==> config.mk <==
export PLATFORM = sky130hd
export DESIGN_NAME = instr_dispatch
export DESIGN_NICKNAME = d
export VERILOG_FILES = /design/src/rtl/instr_dispatch.sv
export SDC_FILE = /design/constraint.sdc
export NUM_CORES = 1
export LEC_CHECK = 0
export CORE_UTILIZATION = 35
export CTS_BUF_LIST = sky130_fd_sc_hd__clkbuf_16
export DETAILED_ROUTE_END_ITERATION = 8
export GPL_ROUTABILITY_DRIVEN = 0
export PLACE_DENSITY = 0.66
export REMOVE_ABC_BUFFERS = 1
export SKIP_CTS_REPAIR_TIMING = 1
export SLEW_MARGIN = 15
export SYNTH_ARGS = -nofsm -noshare
export SYNTH_HDL_FRONTEND = slang
export SYNTH_SLANG_ARGS = --single-unit
==> constraint.sdc <==
create_clock -name clock -period 3.3 [get_ports clock]
set_clock_uncertainty 0.2 [all_clocks]
set_input_delay 0.33 -clock clock [delete_from_list [all_inputs] [get_ports clock]]
set_output_delay 0.33 -clock clock [all_outputs]
set_load 0.01 [all_outputs]
==> src/rtl/instr_dispatch.sv <==
// Instruction dispatcher: latches a 16-bit instruction, decodes the opcode to one of
// six sub-FSMs, pulses its start bit and waits for its done. DISPATCH_TIMEOUT_EN adds a WAIT watchdog.
module instr_dispatch #(
  parameter int TIMEOUT_CYCLES = 255
) (
  input  logic        clock,
  input  logic        reset,
  input  logic        instr_valid,
  output logic        instr_ready,
  input  logic [15:0] instruction,
  output logic [3:0]  opcode,
  output logic [5:0]  param1,
  output logic [5:0]  param2,
  output logic [5:0]  fsm_start,
  input  logic [5:0]  fsm_done,
  output logic        busy,
  output logic        instr_done,
  output logic        timeout_err
);

  typedef enum logic [2:0] {IDLE, DECODE, START, WAIT, DONE} state_t;

  state_t      state_reg;
  logic [5:0]  sel_reg;
  logic [5:0]  fsm_start_reg;
  logic [3:0]  opcode_reg;
  logic [5:0]  param1_reg;
  logic [5:0]  param2_reg;
  logic        instr_ready_reg;
  logic        busy_reg;
  logic        instr_done_reg;
  logic        done_hit;

  if (TIMEOUT_CYCLES < 1 || TIMEOUT_CYCLES > 255) begin : g_bad_timeout
    $error("instr_dispatch: TIMEOUT_CYCLES must be in 1..255");
  end

  // 0x0-0x7 ALU, 0x8-0xB ALUI, 0xC..0xF map onto bits 2..5 in order.
  function automatic logic [5:0] decode_sel(input logic [3:0] op);
    logic [5:0] sel;
    sel = 6'b000000;
    if (!op[3])
      sel = 6'b000001;
    else if (op[3:2] == 2'b10)
      sel = 6'b000010;
    else
      sel = 6'b000100 << op[1:0];
    return sel;
  endfunction

  assign done_hit = |(fsm_done & sel_reg);

`ifdef DISPATCH_TIMEOUT_EN
  localparam logic [7:0] TIMEOUT_LIMIT = 8'(TIMEOUT_CYCLES);
  logic [7:0] count_reg;
  logic [7:0] count_next;
  logic       timeout_err_reg;

  assign count_next  = count_reg + 8'd1;
  assign timeout_err = timeout_err_reg;
`else
  assign timeout_err = 1'b0;
`endif

  always_ff @(posedge clock) begin
    if (!reset) begin
      state_reg       <= IDLE;
      sel_reg         <= 6'b000000;
      fsm_start_reg   <= 6'b000000;
      opcode_reg      <= 4'h0;
      param1_reg      <= 6'h00;
      param2_reg      <= 6'h00;
      instr_ready_reg <= 1'b1;
      busy_reg        <= 1'b0;
      instr_done_reg  <= 1'b0;
`ifdef DISPATCH_TIMEOUT_EN
      count_reg       <= 8'd0;
      timeout_err_reg <= 1'b0;
`endif
    end else begin
      case (state_reg)
        IDLE: begin
          if (instr_valid) begin
            opcode_reg      <= instruction[15:12];
            param1_reg      <= instruction[11:6];
            param2_reg      <= instruction[5:0];
            instr_ready_reg <= 1'b0;
            busy_reg        <= 1'b1;
            state_reg       <= DECODE;
          end
        end
        DECODE: begin
          sel_reg       <= decode_sel(opcode_reg);
          fsm_start_reg <= decode_sel(opcode_reg);
          state_reg     <= START;
        end
        START: begin
          // Done is deliberately not looked at here; sampling starts in WAIT.
          fsm_start_reg <= 6'b000000;
`ifdef DISPATCH_TIMEOUT_EN
          count_reg     <= 8'd0;
`endif
          state_reg     <= WAIT;
        end
        WAIT: begin
          if (done_hit) begin
            instr_done_reg <= 1'b1;
            state_reg      <= DONE;
          end
`ifdef DISPATCH_TIMEOUT_EN
          else if (count_next == TIMEOUT_LIMIT) begin
            instr_done_reg  <= 1'b1;
            timeout_err_reg <= 1'b1;
            state_reg       <= DONE;
          end else begin
            count_reg <= count_next;
          end
`endif
        end
        DONE: begin
          instr_done_reg  <= 1'b0;
          busy_reg        <= 1'b0;
          instr_ready_reg <= 1'b1;
          state_reg       <= IDLE;
        end
        default: begin
          fsm_start_reg   <= 6'b000000;
          instr_done_reg  <= 1'b0;
          busy_reg        <= 1'b0;
          instr_ready_reg <= 1'b1;
          state_reg       <= IDLE;
        end
      endcase
    end
  end

  assign instr_ready = instr_ready_reg;
  assign opcode      = opcode_reg;
  assign param1      = param1_reg;
  assign param2      = param2_reg;
  assign fsm_start   = fsm_start_reg;
  assign busy        = busy_reg;
  assign instr_done  = instr_done_reg;

endmodule

* Word level (Yosys, flattened, before mapping)
Cells that the tools add are included.
Storage, ports and cells: bits in registers 34, bits of input ports 25, output and inout bits 26
Cells by class: equal/unequal tests 7, shifts and indexed selects 1, multiplexer cells 12, bitwise operators 3, reductions and logical operators 9
Operator list (number):
- two-way mux 6 bit | 2
- one-hot mux 3 bit (4 select lines) | 1
- one-hot mux 6 bit (2 select lines) | 1
- OR reduction 3 bit | 3
- AND reduction 2 bit | 4
- AND 6 bit | 1
- == test 3 x 2 -> 1 bit, second input constant | 2
- two-way mux 3 bit | 2
- one-hot mux 1 bit (2 select lines) | 3
- OR reduction 6 bit | 1
- << shifter 3 x 2 -> 6 bit, first input constant | 1
- != test 2 bit, second input constant | 2
- == test 3 x 1 -> 1 bit, second input constant | 1
- == test 3 bit, second input constant | 1
- zero test 3 bit | 1
- two-way mux 1 bit | 3
- == test 2 bit, second input constant | 1
- NOT 1 bit | 2

* Logic depth before layout (Yosys ltp)
depth in word-level cells 4, depth in mapped cells 6, gate-level depth less buffers 3

* Worst setup path before layout
OpenSTA, ideal clock, no wires.
kind register -> register, start register state_reg[1], end register opcode_reg[1], in the netlist opcode[1], setup time 0.116 ns, arrival time 1.311 ns, path slack 1.672 ns, cell stages (with the launch flop) 7, period minus slack after synthesis 1.628 ns, path through dfxtp_1 buf_4 or4b_1 buf_2 buf_6 nand2_1 a21boi_1
On the way: word-level cells in the longest chain between the ends 2
RTL lines:
- from (decl) | line 23 | state_t state_reg;
- from (signal assigned) | line 67 | state_reg <= IDLE;
- from (signal assigned) | line 89 | state_reg <= DECODE;
- from (signal assigned) | line 95 | state_reg <= START;
- zero test 3 bit | line 81 | case (state_reg)
- AND reduction 2 bit (no source line)
- to (signal assigned) | line 84 | opcode_reg <= instruction[15:12];
- to (decl) | line 26 | logic [3:0] opcode_reg;
No other way between the ends. A chain may end at the register's enable or synchronous reset.

* Final worst setup path
start input port instr_valid, end register param2_reg[3], in the netlist param2[3]
On the way: word-level cells in the longest chain between the ends 1
RTL lines:
- from (decl) | line 8 | input logic instr_valid,
- AND reduction 2 bit (no source line)
- to (signal assigned) | line 86 | param2_reg <= instruction[5:0];
- to (decl) | line 28 | logic [5:0] param2_reg;
No other way between the ends.

==> results.md <==
- Fin area: 0.00200 sq mm
- Startpoint types: input port
- Vias in the first global route: 1,154
- RR Endpoint: param2[3]$_SDFFE_PN0P_
- Drt wl/cell: 12.8 um
- DRC viols: 0
- Number of port buffers: 49
- Via-to-Cell Ratio: 4.87
- Worst slew pin tran: 793 ps
- Cell area after synthesis: 0.00136 sq mm
- # fillers: 331
- CP Data Arrival Time: 1880 ps
- Total core area: 0.00369 sq mm
- Crit Path Class: in2reg
- IO Count: 51
- Seq/Total Area, Yosys: 0.499
- Status: finished, final reports clean
- Reg-to-reg startpoint: state_reg[0]$_SDFFE_PN0P_
- Antenna-violating nets left: 0
- Worst rel slew slack: 0.469
- Synth warn: 0
- Overall fraction of global-route tracks in use: 0.168
- Pwr/cell area: 517 mW/mm^2
- Max VDD drop: 0.000268 V
- Unrepaired setup endpoints after global routing: false
- Setup TNS: 0 ps
- Drt initial violations: 85
- Die W: 64.4 um
- Hold violation count in the final report: 0
- CP max stage cell: or4b_1
- First-pass GRT wire length: 5220 um
- Asr flop ratio synth: 0
- Area growth from synthesis to layout: 46.4%
- Worst path max stage delay: 750 ps
- # rows: 22
- Die Ht: 64.4 um
- Max Cap Viol: 0
- Max FO, Critical Path: 17
- CTS tree: yes
- Initial Utilization: 0.370
- Number of synthesized flops with an enable pin: 0
- CTS max path bufs: 2
- Largest net degree at the start of global routing: 20
- Hold depth: 2
- Setup violators final: 0
- Fraction of layout cells with a size suffix above 1: 0.0556
- Pre-Repair DR Iteration Count: 4
- Routed WL: 3150 um
- Most frequent cells in the layout: 49 x clkdlybuf4s50_1, 40 x nand2_1, 34 x dfxtp_1
- Synthesized instance count: 150
- Fmax: 516 MHz
- Placed cell areas: 0.00186 sq mm
- CTS root buf: clkbuf_16
- DP HPWL: 2270 um
- CP Cell Sequence: clkdlybuf4s50_1, or4b_1, nand2_1, a21boi_0
- Final period utilization: 0.588
- Register-to-Register Setup Slack: 1450 ps
- Hold WC Path Type: reg2reg
- Hold Path Sink: instr_done$_SDFFE_PN0P_
- Clock sink count: 34
- Layout Nets: 222
- Most common cell after layout, fill and taps aside: clkdlybuf4s50_1
- Gr ovfl total: 0
- Register clock-pin slew on the reported worst setup and hold paths: 50 ps
- Syn Area/Cell: 9.09 sq um
- Worst skew pair latency: 270 ps
- Antenna violations before repair: 0
- Vias: 1,199
- Ant diodes: 0
- Synth Flop Type: dfxtp_1
- Worst R2R Path Depth: 3
- Slew Limit Fails: 0
- Yosys reg bits: 34
- Static leakage: 0.723 nW
- Htree depth: 2
- Post-synthesis cell type count: 30
- DIE AREA: 0.00415 sq mm
- CP Capture Type: register
- Worst Path Required: 3240 ps
- Hold wc startpoint: instr_done$_SDFFE_PN0P_
- Total CTS buffers: 5
- Tmin final: 1940 ps
==> synth_stat cells, drive strengths merged, types with 2 or more instances <==
| master | instances | area (sq um) |
|---|---|---|
| nand3 | 3 | 15.0 |
| nand4b | 2 | 17.5 |
| a22oi | 3 | 22.5 |
| nor2 | 4 | 15.0 |
| nand2 | 40 | 150 |
| nand2b | 2 | 12.5 |
| buf | 6 | 47.5 |
| clkbuf | 4 | 15.0 |
| dfxtp | 34 | 681 |
| o21ai | 8 | 40.0 |
| a21boi | 29 | 221 |
==> worst max-delay path, delay by kind of cell <==
family | cells | cell delay (ps)
simple gates | 2 | 920
buf+inv | 1 | 530
compound gates | 1 | 110
==> layout make-up <==
| type | count | area (sq um) | share of cell area |
|---|---|---|---|
| Clock buffer | 5 | 125 | 0.0627 |
| Tap cell | 48 | 60.1 | 0.0301 |
| Clock inverter | 3 | 12.5 | 0.00627 |
| Timing Repair Buffer | 50 | 498 | 0.249 |
| Sequential cell | 34 | 681 | 0.341 |
| Multi-Input combinational cell | 106 | 621 | 0.311 |
==> per-layer routing <==
metal | vias up | wire (um) | GRT usage | share of wire
met1 | 572 | 1380 | 0.192 | 0.44
met2 | 21 | 1630 | 0.284 | 0.52
li1 | 604 | - | - | -
met5 | - | 0 | 0 | 0
met3 | 2 | 107 | 0.0546 | 0.034
met4 | 0 | 33 | 0.0722 | 0.010
==> power by group <==
| part | internal, mW | leakage (nW) | switching [mW] |
|---|---|---|---|
| logic | 0.0851 | 0.373 | 0.0657 |
| registers | 0.435 | 0.278 | 0.0212 |
| clock network | 0.272 | 0.0724 | 0.154 |
==> worst max-delay path by stage <==
stage	start	endpoint	slack, ps	cells after the start
finish	instr_valid	param2[3]$_SDFFE_PN0P_	1360	4
global route	instr_valid	param2[3]$_SDFFE_PN0P_	1230	4
floorplan	state_reg[0]$_SDFFE_PN0P_	param1[0]$_SDFFE_PN0P_	1660	3
global placement	instr_valid	param2[3]$_SDFFE_PN0P_	1150	4
detailed placement	instr_valid	param1[2]$_SDFFE_PN0P_	1100	4
CTS	instr_valid	param2[3]$_SDFFE_PN0P_	1320	4
==> through the flow <==
step | hold slack (ps) | setup WS (ps) | cells | power (mW) | utilization
global placement | 240 | 1150 | 238 | 0.613 | 0.504
floorplan | 243 | 1660 | 140 | 0.526 | -
finish | 252 | 1360 | 246 | 1.03 | 0.541
global route | 273 | 1230 | 246 | 1.08 | 0.541
detailed placement | 247 | 1100 | 238 | 0.617 | 0.504
CTS | 256 | 1320 | 246 | 1.04 | 0.541
==> cell families after synthesis <==
| logic type | share of synthesized area |
|---|---|
| buffers and inverters | 0.0459 |
| other | 0.00275 |
| AOI/OAI and AO/OA | 0.226 |
| DFF | 0.499 |
| and+or+nand+nor | 0.227 |
(Power assumes the default switching activity.)
